## src/rtl/accel_pkg.sv

```systemverilog
// accel_pkg: shared widths, exponent offset and state encoding for the
// fixed-point to single-precision output stage.
package accel_pkg;

  localparam int FX_W      = 24;
  localparam int FX_FRAC   = 22;
  localparam int FT_W      = 32;
  localparam int FT_BIAS   = 127;
  localparam int FT_MANT_W = 23;
  localparam int FT_EXP_W  = 8;
  localparam int CNT_W     = 5;

  // The normalisation counter ends at the leading-one position p; the
  // biased exponent is p - FX_FRAC + FT_BIAS.
  localparam logic [FT_EXP_W-1:0] FT_EXP_OFS = FT_EXP_W'(FT_BIAS - FX_FRAC);

  typedef enum logic [1:0] {
    IDLE,
    NORM,
    PACK
  } fx2ft_state_t;

  function automatic logic [FT_EXP_W-1:0] pack_exp(input logic [CNT_W-1:0] cnt);
    return FT_EXP_W'(cnt) + FT_EXP_OFS;
  endfunction

endpackage

```

## src/rtl/lzc24.sv

```systemverilog
// lzc24: combinational 24-bit leading-zero counter with an all-zero flag.
// An all-zero input reports a count of 24.
module lzc24
  import accel_pkg::*;
(
  input  logic [FX_W-1:0]  i_data,
  output logic [CNT_W-1:0] o_cnt,
  output logic             o_zero
);

  // Scan upward so the highest set bit has the final say.
  always_comb begin
    o_cnt = CNT_W'(FX_W);
    for (int i = 0; i < FX_W; i++) begin
      if (i_data[i]) o_cnt = CNT_W'(FX_W - 1 - i);
    end
  end

  assign o_zero = (i_data == '0);

endmodule

```

## src/rtl/fx_to_ft_seq.sv

```systemverilog
// fx_to_ft_seq: multi-cycle converter from 24-bit signed Q2.22 fixed point
// to IEEE-754 single precision behind a Nios II custom-instruction handshake.
// The conversion is exact; no rounding stage exists.
// Build option FX_TO_FT_FAST_NORM_EN: normalise in a single edge using lzc24
// instead of shifting one bit per edge. Results are identical either way.
//
// state | meaning
// IDLE  | waiting for start; holds last result
// NORM  | shifting magnitude until its MSB is set (or zero detected)
// PACK  | assemble the float, pulse done, release busy
module fx_to_ft_seq
  import accel_pkg::*;
(
  input  logic            clk,
  input  logic            reset,
  input  logic            clk_en,
  input  logic            start,
  input  logic [FX_W-1:0] dataa,
  output logic [FT_W-1:0] result,
  output logic            done,
  output logic            busy
);

  fx2ft_state_t r_state, w_state_nxt;

  logic             r_sign,   w_sign_nxt;
  logic [FX_W-1:0]  r_mag,    w_mag_nxt;
  logic [CNT_W-1:0] r_cnt,    w_cnt_nxt;
  logic             r_zero,   w_zero_nxt;
  logic [FT_W-1:0]  r_result, w_result_nxt;
  logic             r_done,   w_done_nxt;
  logic             r_busy,   w_busy_nxt;

  // -2.0 negates to itself, which is exactly the magnitude wanted.
  logic [FX_W-1:0]  w_abs;
  assign w_abs = dataa[FX_W-1] ? (-dataa) : dataa;

`ifdef FX_TO_FT_FAST_NORM_EN
  logic [CNT_W-1:0] w_lz_cnt;
  logic             w_lz_zero;

  lzc24 u_lzc (
    .i_data (r_mag),
    .o_cnt  (w_lz_cnt),
    .o_zero (w_lz_zero)
  );
`endif

  // Next-state and next-register values; everything holds unless a state acts.
  always_comb begin
    w_state_nxt  = r_state;
    w_sign_nxt   = r_sign;
    w_mag_nxt    = r_mag;
    w_cnt_nxt    = r_cnt;
    w_zero_nxt   = r_zero;
    w_result_nxt = r_result;
    w_done_nxt   = 1'b0;
    w_busy_nxt   = r_busy;
    case (r_state)
      IDLE: begin
        if (start) begin
          w_sign_nxt  = dataa[FX_W-1];
          w_mag_nxt   = w_abs;
          w_cnt_nxt   = CNT_W'(FX_W - 1);
          w_zero_nxt  = 1'b0;
          w_busy_nxt  = 1'b1;
          w_state_nxt = NORM;
        end
      end
      NORM: begin
`ifdef FX_TO_FT_FAST_NORM_EN
        if (w_lz_zero) begin
          w_zero_nxt = 1'b1;
        end else begin
          w_mag_nxt = r_mag << w_lz_cnt;
          w_cnt_nxt = CNT_W'(FX_W - 1) - w_lz_cnt;
        end
        w_state_nxt = PACK;
`else
        if (r_mag == '0) begin
          w_zero_nxt  = 1'b1;
          w_state_nxt = PACK;
        end else if (r_mag[FX_W-1]) begin
          w_state_nxt = PACK;
        end else begin
          w_mag_nxt = r_mag << 1;
          w_cnt_nxt = r_cnt - CNT_W'(1);
        end
`endif
      end
      PACK: begin
        // The hidden one sits at mag[23]; bits below it are the fraction.
        w_result_nxt = r_zero ? '0 : {r_sign, pack_exp(r_cnt), r_mag[FT_MANT_W-1:0]};
        w_done_nxt   = 1'b1;
        w_busy_nxt   = 1'b0;
        w_state_nxt  = IDLE;
      end
      default: begin
        w_state_nxt = IDLE;
      end
    endcase
  end

  // State register; advances only on enabled edges.
  always_ff @(posedge clk or negedge reset) begin
    if (!reset) begin
      r_state <= IDLE;
    end else if (clk_en) begin
      r_state <= w_state_nxt;
    end
  end

  // Datapath and output registers; a disabled edge freezes them, done included.
  always_ff @(posedge clk or negedge reset) begin
    if (!reset) begin
      r_sign   <= 1'b0;
      r_mag    <= '0;
      r_cnt    <= '0;
      r_zero   <= 1'b0;
      r_result <= '0;
      r_done   <= 1'b0;
      r_busy   <= 1'b0;
    end else if (clk_en) begin
      r_sign   <= w_sign_nxt;
      r_mag    <= w_mag_nxt;
      r_cnt    <= w_cnt_nxt;
      r_zero   <= w_zero_nxt;
      r_result <= w_result_nxt;
      r_done   <= w_done_nxt;
      r_busy   <= w_busy_nxt;
    end
  end

  assign result = r_result;
  assign done   = r_done;
  assign busy   = r_busy;

endmodule

```

## config.mk

```make
export PLATFORM = sky130hd
export DESIGN_NAME = fx_to_ft_seq
export DESIGN_NICKNAME = d
export VERILOG_FILES = /design/src/rtl/accel_pkg.sv /design/src/rtl/lzc24.sv /design/src/rtl/fx_to_ft_seq.sv
export SDC_FILE = /design/constraint.sdc
export NUM_CORES = 1
export LEC_CHECK = 0
export BUFFER_PORTS_ARGS = -buffer_cell sky130_fd_sc_hd__buf_2
export CAP_MARGIN = 20
export CORE_ASPECT_RATIO = 0.75
export CORE_MARGIN = 3
export CORE_UTILIZATION = 56
export CTS_CLUSTER_SIZE = 40
export DETAILED_ROUTE_END_ITERATION = 12
export PLACE_DENSITY = 0.84
export SYNTH_ARGS = -nofsm -noshare
export SYNTH_HDL_FRONTEND = slang
export SYNTH_SLANG_ARGS = --single-unit
```

## constraint.sdc

```tcl
create_clock -name clk -period 2.3 [get_ports clk]
set_input_delay 0.23 -clock clk [delete_from_list [all_inputs] [get_ports clk]]
set_output_delay 0.23 -clock clk [all_outputs]
set_load 0.005 [all_outputs]
```

==> results of run 1 <==
## routing by layer
layer | track usage (%) | up-vias | part of all wire [%] | routed length, µm
met5 | 0 | - | 0 | 0
met4 | 9.22 | 0 | 1.4 | 120
met3 | 5.93 | 9 | 8.9 | 750
met2 | 38.1 | 146 | 44 | 3740
met1 | 35.4 | 1453 | 45 | 3840
li1 | - | 1484 | - | -
## power by group
part           total, mW  internal (mW)  switching [mW]
sequential          2.14           1.70           0.448
combinational       1.77          0.838           0.929
clock               1.18          0.746           0.438
total               5.10           3.28            1.82
## registers in the layout, indices dropped and copies added (netlist names)
signal	cells
done	1
r_cnt	5
r_mag	24
r_sign	1
r_state	2
r_zero	1
busy	1
result	32
## timing repair
| item | in CTS | in global routing |
|---|---|---|
| setup buffers | 0 | 0 |
| hold buffers | 1 | 0 |
| hold endpoints to repair | 26 | 0 |
| gates resized for setup | 0 | 0 |
## worst max-delay path, delay by kind of cell, from the launching register on
kind,cells,cell delay [ns]
buf+inv,1,0.19
compound gates,2,0.64
flops,1,0.41
simple gates,2,0.69
## through the flow
stage	std cells	hold slack, ns	area, µm²	setup WS, ns	total power, mW
3_3_place_gp	507	0.273	3960	0.0489	3.81
6_report	524	0.136	4210	0.243	5.10
2_1_floorplan	375	-0.0656	3520	0.0306	3.17
3_5_place_dp	507	0.273	3960	0.00395	3.91
4_1_cts	524	0.123	4210	0.256	5.11
5_1_grt	524	0.145	4210	0.189	5.47
## placed cells by master (no fill, tap or decap), types with 3 or more instances in the layout
master,n
nand2_1,43
a211oi_1,7
o21ai_1,6
dfrtp_1,67
a21oi_1,10
o41ai_1,6
nand3_1,4
xor2_1,16
o21ai_0,29
buf_4,16
bufinv_16,3
o211ai_1,4
nor3_1,8
buf_2,61
a221oi_1,3
xnor2_1,4
nand2b_1,25
o31ai_1,12
ha_1,3
nor2b_1,8
clkbuf_8,10
nor4_1,6
nor2_1,26
inv_1,12
a22o_1,4
or3_1,6
a221o_1,7
## worst min path at each step
stage | end | start | cells after the start
2_1_floorplan | busy | reset | 0
3_3_place_gp | result[19] | reset | 1
4_1_cts | r_mag[0] | dataa[0] | 2
5_1_grt | r_mag[0] | dataa[0] | 2
3_5_place_dp | result[13] | reset | 1
6_report | r_mag[0] | dataa[0] | 2
## kinds of logic (layout without fill, tap and decap cells)
group	Yosys count	after routing	synth area share (%)
mux	3	3	0.925
fa+ha+maj	3	3	1.07
compound gates	102	102	20.1
xor+xnor	20	20	4.98
flops	67	67	47.7
buf+inv	36	107	4.27
simple gates	144	144	21.0
## layout make-up
class / instances / area (µm²) / share of cell area [%]
timing repair buffer: 79 / 455 / 10.8
clock inverter: 5 / 100 / 2.38
tap: 78 / 97.6 / 2.32
inverter: 12 / 45.0 / 1.07
sequential: 67 / 1680 / 39.8
multi-input combinational: 272 / 1700 / 40.3
clock buffer: 11 / 141 / 3.36
==> summary.md, run 1 <==
| Metric | Value |
|---|---|
| Area grow syn2layout | 19.7% |
| Final Cycle Share | 89.5% |
| Chip width | 97.5 µm |
| Crit Reg-Reg Endpoint | r_mag[6] |
| Final Hold Violating Endpoints | 0 |
| CP required | 2.52 ns |
| Crit-path max FO | 13 |
| Final core occ | between 70% and 80% |
| Worst slew pin tran | 0.634 ns |
| Worst Setup SP | r_mag[18] |
| CTS H-tree lvls | 3 |
| Skew final | 0.00452 ns |
| Initial cell density of the core | 59.2% |
| Pwr dens | 1210 nW/µm² |
| Post-synth EDFFs | 0 |
| CTS buffer count | 9 |
| Die height | between 70 and 80 µm |
| Critical Path Sink | r_mag[6] |
| Unrepaired setup endpoints after global routing | false |
| Maximum clock rate | 486 MHz |
| Placeable core area | 5950 µm² |
| Critical path arrival | 2.28 ns |
| Worst Path Class, Setup | flop to flop |
| CTS tree | yes |
| Clk buf depth | 2 |
| Post-Syn Area | 3520 µm² |
| Post-DRT Antenna Nets | 0 |
| Sinks on Clock Net | 67 |
| Yosys warnings | 0 |
| FP Rows | 24 |
| Sequential fraction of the synthesis area | 47.7% |
| Primary FF master, synth | dfrtp_1 |
| CP cell instances | nor4_1, nand4_1, o21a_1, buf_4, a221o_1 |
| Worst slew margin | 57.6% |
| DR WL/cell | 16.1 µm |
| CTS root buffer | clkbuf_8 |
| Initial antenna violation count | 0 |
| Fillers | 471 |
| Antenna Cells | 0 |
| RePlAce Congestion | about 0.84 |
| Critical Path Sink Type | flop |
| Reg2Reg Launch Point | r_mag[18] |
| I/O pins | 62 |
| Synth Instances | 375 |
| Startpoint types | flop |
| Final HPWL DP | 6130 µm |
| Routed vias/inst | 5.90 |
| Largest net degree at the start of global routing | between 40 and 50 |
| IO buf count | 61 |
| Final min period | 2.06 ns |
| Leak pwr | 1.96 nW |
| Worst vdd ir | 0.426 mV |
| CP peak stage delay | ~0.41 ns |
| Post-synth top area share | 47.7% |
| DRT iter0 DRCs | 267 |
| # DRC | 0 |
| Vias | 3092 |
| Critical Path Slowest Stage Cell | dfrtp_1 |
| Clk slew on worst S/H paths | approximately 0.070 ns |
| Post-synthesis net count | 406 |
| Top cells by area, synth | dfrtp_1 (48%), nand2_1 (4.6%), nand2b_1 (4.4%) |
| Slew Viols, Final | 0 |
| Final nets | 472 |
| Worst-Skew Late Latency | 0.34 ns |
| Top cell type by total area after synthesis | dfrtp_1 |
| Top-count cell post-synth | dfrtp_1 |
| Total track usage | about a quarter |
| Async set-reset flop share out of synthesis | 100% |
| Ratio of cells with drive above 1 in the final layout | 22.4% |
| Synth Register Bits | 67 |
| Syn Area/Cell | 9.38 µm² |
| Endpoints failing setup | 0 |
| R2R depth | 5 |
| Outcome | finished clean |
| Flop-to-flop setup slack | 0.24 ns |
| Setup TNS | 0 ns |
| Full die area | 7280 µm² |
| Max Cap Viol | 0 |
| Vias in the first global route | 2915 |
| First-pass GRT wire length | 14300 µm |
| Post-Route WL | 8450 µm |
| Netlist cell types | 50 |
| Aggregate global routing overflow | 0 |
| Synth cell count leaders | dfrtp_1 (67), nand2_1 (43), o21ai_0 (29) |
| HP Class | input port to flop |
| Drt first pass iters | 5 |
Note: power is estimated with default switching activity, not from simulation.
==> inputs of run 2 (changes only) <==
Settings changed: CAP_MARGIN 20 to not set, REMOVE_ABC_BUFFERS set to 1.
==> summary.md, run 2 (synthesis results as in run 1) <==
| Metric | Value |
|---|---|
| Critical Path Sink Type | flop (unchanged) |
| Worst-Skew Late Latency | 0.34 ns (about the same) |
| CTS buffer count | 9 (unchanged) |
| Total track usage | 24.7% (was 25.0%) |
| Aggregate global routing overflow | 0 (unchanged) |
| Sinks on Clock Net | 67 (unchanged) |
| DRT iter0 DRCs | 252 (was 267) |
| Skew final | 0.00662 ns (was 0.00452 ns) |
| Commonest non-fill, non-tap cell in the layout | dfrtp_1 (unchanged) |
| Final HPWL DP | 6360 µm (was 6130 µm) |
| Clk buf depth | 2 (unchanged) |
| I/O pins | 62 (unchanged) |
| Vias in the first global route | 2821 (was 2915) |
| IO buf count | 61 (unchanged) |
| # DRC | 0 (unchanged) |
| Drt first pass iters | 5 (unchanged) |
| HP Class | input port to flop (unchanged) |
| Area grow syn2layout | 18.4% (was 19.7%) |
| Vias | 3086 (was 3092) |
| Fillers | 483 (was 471) |
| Routed vias/inst | 5.86 (was 5.90) |
| Worst slew margin | 56.2% (was 57.6%) |
| Final min period | 2.12 ns (was 2.06 ns) |
| Final nets | 476 (was 472) |
| Endpoints failing setup | 0 (unchanged) |
| CTS tree | yes (unchanged) |
| Post-Route WL | 8680 µm (was 8450 µm) |
| Placeable core area | 5950 µm² (unchanged) |
| CP cell instances | nor4_1, nand4_1, o21a_1, buf_4, a221o_1 (unchanged) |
| Crit-path max FO | 11 (was 13) |
| Max reg flops | 32 (unchanged) |
| Antenna Cells | 0 (unchanged) |
| Pwr dens | 1150 nW/µm² (was 1210 nW/µm²) |
| CP peak stage delay | 0.42 ns (was 0.41 ns) |
| Pwr Total | 4.78 mW (was 5.10 mW) |
| Placed cell areas | 3990 µm² (was 3960 µm²) |
| Worst vdd ir | 0.467 mV (was 0.426 mV) |
| Full die area | 7280 µm² (unchanged) |
| Critical Path Slowest Stage Cell | dfrtp_1 (unchanged) |
| Chip width | 97.5 µm (unchanged) |
| Ratio of cells with drive above 1 in the final layout | 22.7% (was 22.4%) |
| Unrepaired setup endpoints after global routing | false (unchanged) |
| Worst slew pin tran | 0.655 ns (was 0.634 ns) |
| Post-DRT Antenna Nets | 0 (unchanged) |
| Clk slew on worst S/H paths | 0.07 ns (about the same) |
| Maximum clock rate | 471 MHz (was 486 MHz) |
| FP Rows | 24 (unchanged) |
| DR WL/cell | 16.5 µm (was 16.1 µm) |
| Initial cell density of the core | 59.2% (unchanged) |
| CTS H-tree lvls | 3 (unchanged) |
| CTS root buffer | clkbuf_8 (unchanged) |
| Final core occ | 70.0% (was 70.8%) |
| Setup bufs post-CTS | 0 (unchanged) |
| Initial antenna violation count | 0 (unchanged) |
| Critical path arrival | 2.35 ns (was 2.28 ns) |
| Cells after DPL | 511 (was 507) |
| Startpoint types | flop (unchanged) |
| Largest net degree at the start of global routing | 68 (was 42) |
| Worst Setup SP | r_mag[2] (was r_mag[18]) |
| Outcome | finished clean (unchanged) |
| Final Hold Violating Endpoints | 0 (unchanged) |
| Slew Viols, Final | 0 (unchanged) |
| Design area | 4160 µm² (was 4210 µm²) |
| Die height | 74.6 µm (unchanged) |
| First-pass GRT wire length | 14100 µm (was 14300 µm) |
| RePlAce Congestion | 0.918 (was 0.837) |
| Highest-count cells in the layout ignoring fill and taps | dfrtp_1 (67), buf_2 (61), nand2_1 (43) (unchanged) |
| Leak pwr | 1.94 nW (was 1.96 nW) |
| CP required | 2.52 ns (about the same) |
| Flop-to-flop setup slack | 0.18 ns (was 0.24 ns) |
| Final Cycle Share | 92.3% (was 89.5%) |
| Setup TNS | 0 ns (unchanged) |
| Worst Path Class, Setup | flop to flop (unchanged) |
| Non-filler cells, final | 527 (was 524) |
| Max Cap Viol | 0 (unchanged) |
| Reg2Reg Launch Point | r_mag[2] (was r_mag[18]) |
| Worst hold start | dataa[0] (unchanged) |
## run 2: cell types whose count changed in the layout (fill, tap and decap cells not counted)
cell        previous run  this run
buf_4                 16        20
clkinv_2               2         1
nor2_2                 0         1
bufinv_16              3         0
nor2_1                26        25
clkinvlp_4             0         1
clkbuf_1               1         3
## run 2: cell type report
class	instances	area (µm²)	share of cell area, %
multi-input combinational	272	1700	40.8
timing repair buffer	83	485	11.7
tap	78	97.6	2.34
inverter	12	45.0	1.08
clock inverter	2	12.5	0.300
clock buffer	13	149	3.58
sequential	67	1680	40.3
## run 2: power breakdown
| group | leakage [nW] | internal (mW) | switching [mW] |
|---|---|---|---|
| logic | 1.04 | 0.857 | 0.924 |
| clock network | 0.0795 | 0.414 | 0.412 |
| registers | 0.822 | 1.70 | 0.479 |
| total | 1.94 | 2.97 | 1.81 |
## run 2: stage by stage
| stage | hold slack [ns] | worst slack (ns) |
|---|---|---|
| after floorplan | -0.0656 | 0.0709 |
| final | 0.149 | 0.177 |
| after CTS | 0.139 | 0.134 |
| after global placement | 0.271 | 0.0273 |
| after detailed placement | 0.277 | -0.0661 |
| after global routing | 0.161 | 0.0396 |
## run 2: critical path, delay by kind of cell (launching register included)
kind	cells	cell delay, ns
AOI/OAI and AO/OA	2	0.66
DFF	1	0.42
and+or+nand+nor	2	0.72
buffers and inverters	1	0.19
## run 2: path summary, 6_finish.rpt
| path | to | cells past startpoint |
|---|---|---|
| setup / recovery | r_mag[6] | 5 |
| hold / removal | r_mag[0] | 2 |
| setup reg to reg | r_mag[6] | 5 |
| hold reg to reg | result[4] | 2 |
| max in group asynchronous | r_mag[20] | 3 |
| min in group asynchronous | r_cnt[1] | 3 |
## run 2: routing by layer
metal,vias up,track usage [%],wire length (µm)
met5,-,0,0
met2,135,37.3,3840
li1,1492,-,-
met3,9,8.89,793
met4,0,4.76,74
met1,1450,35.1,3970
## run 2: what timing repair did
item                                    CTS  global route
hold endpoints to repair                 67             0
hold buffers                              1             0
endpoints found under the setup margin    0             4
gates resized for setup                   0             1
